$ cat src/rtl/tts_pkg.sv
// Shared types and constants for the truth-table sequencer.
package tts_pkg;
  typedef enum logic [1:0] {
    ST_IDLE = 2'd0,
    ST_RUN  = 2'd1,
    ST_DONE = 2'd2
  } state_t;

  localparam int VEC_COUNT = 8;
  localparam int IDX_W     = 3;
endpackage

$ cat src/rtl/hold_timer.sv
// Per-vector hold counter; o_tc flags the last cycle of a vector's hold window.
module hold_timer #(
  parameter int HOLD_CYCLES = 10
) (
  input  logic clk,
  input  logic rst_n,
  input  logic i_clr,
  input  logic i_en,
  output logic o_tc
);
  logic [7:0] r_count;

  assign o_tc = i_en && (r_count == 8'(HOLD_CYCLES - 1));

  always_ff @(posedge clk or negedge rst_n) begin
    if (!rst_n)
      r_count <= 8'd0;
    else if (i_clr)
      r_count <= 8'd0;
    else if (i_en)
      r_count <= o_tc ? 8'd0 : r_count + 8'd1;
  end
endmodule

$ cat src/rtl/truth_table_sequencer.sv
// Sweeps {a,b,c} through 0..7, samples f_in at the end of each hold window
// and records which vectors disagree with EXPECT.
module truth_table_sequencer
  import tts_pkg::*;
#(
  parameter int         HOLD_CYCLES = 10,
  parameter logic [7:0] EXPECT      = 8'b1110_1000
) (
  input  logic       clk,
  input  logic       rst_n,
  input  logic       start,
  input  logic       abort,
  input  logic       f_in,
  output logic       a,
  output logic       b,
  output logic       c,
  output logic       busy,
  output logic       done,
  output logic       pass,
  output logic [7:0] fail_vec,
  output logic [3:0] err_count
);
  state_t           r_state;
  logic [IDX_W-1:0] r_idx;
  logic [7:0]       r_fail_vec;
  logic [3:0]       r_err_count;
  logic             w_tc;
  logic             w_run;

  assign w_run = (r_state == ST_RUN);

  // Timer is held clear outside RUN so every sweep starts from count 0.
  hold_timer #(.HOLD_CYCLES(HOLD_CYCLES)) u_timer (
    .clk   (clk),
    .rst_n (rst_n),
    .i_clr (abort || !w_run),
    .i_en  (w_run),
    .o_tc  (w_tc)
  );

  always_ff @(posedge clk or negedge rst_n) begin
    if (!rst_n) begin
      r_state     <= ST_IDLE;
      r_idx       <= '0;
      r_fail_vec  <= 8'h00;
      r_err_count <= 4'd0;
    end else if (abort) begin
      r_state     <= ST_IDLE;
      r_idx       <= '0;
      r_fail_vec  <= 8'h00;
      r_err_count <= 4'd0;
    end else begin
      case (r_state)
        ST_IDLE, ST_DONE: begin
          if (start) begin
            r_state     <= ST_RUN;
            r_idx       <= '0;
            r_fail_vec  <= 8'h00;
            r_err_count <= 4'd0;
          end
        end
        ST_RUN: begin
          if (w_tc) begin
            if (f_in != EXPECT[r_idx]) begin
              r_fail_vec[r_idx] <= 1'b1;
              if (r_err_count != 4'(VEC_COUNT))
                r_err_count <= r_err_count + 4'd1;
            end
            if (r_idx == IDX_W'(VEC_COUNT - 1))
              r_state <= ST_DONE;
            else
              r_idx <= r_idx + 1'b1;
          end
        end
        default: r_state <= ST_IDLE;
      endcase
    end
  end

  always_comb begin
    {a, b, c} = 3'b000;
    if (r_state == ST_RUN)
      {a, b, c} = r_idx;
    else if (r_state == ST_DONE)
      {a, b, c} = 3'b111;
  end

  assign busy      = w_run;
  assign done      = (r_state == ST_DONE);
  assign pass      = done && (r_err_count == 4'd0);
  assign fail_vec  = r_fail_vec;
  assign err_count = r_err_count;
endmodule

$ cat config.mk
export PLATFORM = sky130hd
export DESIGN_NAME = truth_table_sequencer
export DESIGN_NICKNAME = d
export VERILOG_FILES = /design/src/rtl/tts_pkg.sv /design/src/rtl/hold_timer.sv /design/src/rtl/truth_table_sequencer.sv
export SDC_FILE = /design/constraint.sdc
export NUM_CORES = 1
export LEC_CHECK = 0
export ABC_CLOCK_PERIOD_IN_PS = 4600
export CAP_MARGIN = 20
export CORE_ASPECT_RATIO = 1.5
export CORE_UTILIZATION = 40
export DETAILED_ROUTE_END_ITERATION = 16
export PLACE_DENSITY = 0.73
export SLEW_MARGIN = 25
export SYNTH_ARGS = -nofsm -noshare
export SYNTH_HDL_FRONTEND = slang
export SYNTH_HIERARCHICAL = 1
export SYNTH_SLANG_ARGS = --single-unit
$ cat constraint.sdc
create_clock -name clk -period 4.6 [get_ports clk]
set_input_delay 0.92 -clock clk [delete_from_list [all_inputs] [get_ports clk]]
set_output_delay 0.92 -clock clk [all_outputs]
set_load 0.005 [all_outputs]
==> qor.yml <==
run_status: "finished, final reports clean"
cts_buffer_depth: 2
min_to: "fail_vec[7]"
crit_family: "simple AND/OR/NAND/NOR gates"
start_util_pct: 42.3
synth_top_area_share_pct: 43.3
place_congestion: 0.808
pre_cts_ws_ns: 1.26
critPathCaptureType: "register"
cts_setup_buffers: 0
insertion_delay_ns: 0.27
fin_cells: 210
cts_tree: "done"
drtPass1Iterations: 4
antenna_found_initial: 0
clk_pin_slew_worst_paths_ns: 0.09
hold_violations: 0
post_cts_resized: 0
synthDistinctLibCells: 43
placeableCoreArea_mm2: 0.00342
synth_area_mm2: 0.00144
area_delta_synth_final_pct: 19.8
p_per_area_mw_per_mm2: 224
cp.depth: 7
fin_crit_ns: 3.05
p_leak_nw: 0.752
cts_made_buffers: 3
postSynthCellCount: 146
die_area_mm2: 0.00386
layout-drive-gt1-share_pct: 10.7
syn_avg_cell_area_um2: 9.89
hold_buffers: 0
hold_path.class: "register to register"
timing.hold.ws_ns: 0.487
dr.first_iter.drc_count: 44
post-route-worst-setup-slack_ns: 1.55
holdPathStages: 2
reg2reg_depth: 6
power.ir.vdd_worst_v: 0.000121
dpl.cell_count: 206
n_antenna_cell: 0
htree_levels: 1
fin_nets: 181
r2r_slack_ns: 2.28
relSlewSlack_pct: 54.7
nFillCells: 321
drc: 0
rows: 26
fp.dieH_um: 75.6
critical_path_buf_inv_count: 2
grt_pass1_vias: 1138
finalClockSkew_ns: 0.00857
grt_first_pass_wirelength_mm: 4.87
synth_top_area_cell: "dfrtp_1"
gr-total-overflow: 0
clock_sinks: 25
fin_crit_sh_pct: 66.4
ys_async_sr_fraction_pct: 100
cp_data_required_time_ns: 4.79
critical_path_class: "input port to register"
timing.rr.start: "r_state[1]"
final_max_slew_viol_count: 0
grt_use_total_pct: 16.6
cp_max_fo: 11
wl_mm: 2.87
slowest_stage: "or4_1"
grt_max_degree: 26
max_cap_viol_count: 0
routed_via_density: 5.58
antenna_left: 0
startpoint_type: "input port"
synth_seq_cells: 25
crit_path_max_incr_delay_ns: 0.52
max_freq_mhz: 327
hold_start: "fail_vec[7]"
finalSetupTns_ns: 0
port_buffers: 22
die_w_um: 51.1
yosysSeqAreaShare_pct: 43.3
dp_hpwl_mm: 2.18
worstReg2RegEnd: "u_timer/r_count[7]"
crit_chain: "clkdlybuf4s50_1 -> nor3b_2 -> inv_1 -> nand2b_4 -> a41o_1 -> or4_1 -> o211ai_1"
pin_count: 23
vias: 1171
synth_edf_count: 0
synth-main-ff-cell: "dfrtp_1"
synth_area_leaders: "dfrtp_1, ha_1, nand2_1, nor2_1, nor3_1"
cts-root-buf: "clkbuf_8"
yosysWarnings: 6
finalSetupViolations: 0
arrival_ns: 3.25
tightest_slew_ns: 0.677
wl_per_cell_um: 13.7
syn_nets: 158
rsz0062_at_grt: "false"
[registers in the layout, summed over array words and instances, names as in the netlist]
signal	flops
r_idx	3
r_state	2
err_count	4
fail_vec	8
u_timer/r_count	8
[cells in the final DEF (no fill, tap or decap), drive strengths merged, types with 2 or more instances in the layout]
master,netlist,routed
a32o,3,3
nor2,11,11
nand3,4,4
nand2b,2,2
nand2,19,19
buf,3,2
xor2,4,4
o2111ai,2,2
ha,7,7
dfrtp,25,25
a31o,2,2
nor2b,5,5
o211ai,2,2
and3,3,3
clkbuf,2,4
nand4,2,2
a21o,3,3
a21oi,3,3
nor3,9,9
a22o,3,3
o21ai,7,7
clkdlybuf4s50,0,21
o31ai,2,2
inv,8,8
[logic make-up after synthesis]
| group | synth area share, % |
|---|---|
| buffers and inverters | 4.51 |
| adder cells (fa/ha/maj) | 6.07 |
| XOR/XNOR | 2.43 |
| flip-flops | 43.3 |
| AO/OA/AOI/OAI | 16.5 |
| multiplexers | 1.47 |
| AND/OR/NAND/NOR | 25.7 |
[Yosys cell counts, types with 4 or more instances]
master	instances
dfrtp_1	25
nand2_1	19
nor2_1	11
inv_1	8
ha_1	7
nor3_1	7
o21ai_0	7
nand3_1	4
nor2b_1	4
xor2_1	4
[power by group]
part	total (mW)	switching, mW	leakage, nW	internal, mW
Sequential	0.223	0.00167	0.348	0.221
Clock	0.130	0.0683	0.0228	0.0620
Combinational	0.0341	0.0220	0.381	0.0121
[layout make-up]
type                    instances  area [um^2]  area share, %
flip-flops and latches         25          626           36.2
inverters                       8         30.0           1.74
clock buffers                   4         45.0           2.60
multi-input cells             108          753           43.6
well taps                      42         52.6           3.04
repair buffers                 23          223           12.9
[worst max path at each step]
| stage | slack (ns) | start | to |
|---|---|---|---|
| 6_report | 1.55 | abort | u_timer/r_count[7] |
| 5_1_grt | 1.39 | abort | u_timer/r_count[7] |
| 4_1_cts | 1.55 | abort | u_timer/r_count[7] |
| 3_5_place_dp | 1.26 | abort | u_timer/r_count[7] |
| 3_3_place_gp | 1.35 | abort | u_timer/r_count[7] |
| 2_1_floorplan | 2.05 | abort | u_timer/r_count[7] |
[tightest hold or removal path: stages (launching register included)]
cell and delay [ns]:
dfrtp_1 0.35, nand2_1 0.05, o21ai_0 0.06
[routing by layer]
metal,global-route usage (%),part of all wire [%]
met5,0,0
met4,7.41,1.9
met3,2.40,4.0
met2,29.7,50
met1,19.7,44
[through the flow]
| step | util, % | total power [mW] | cell area (um^2) |
|---|---|---|---|
| floorplan | - | 0.247 | 1440 |
| global placement | 49.5 | 0.261 | 1690 |
| detailed placement | 49.3 | 0.262 | 1680 |
| CTS | 50.6 | 0.389 | 1730 |
| global route | 50.6 | 0.399 | 1730 |
| finish | 50.6 | 0.387 | 1730 |
(Power assumes the default switching activity.)
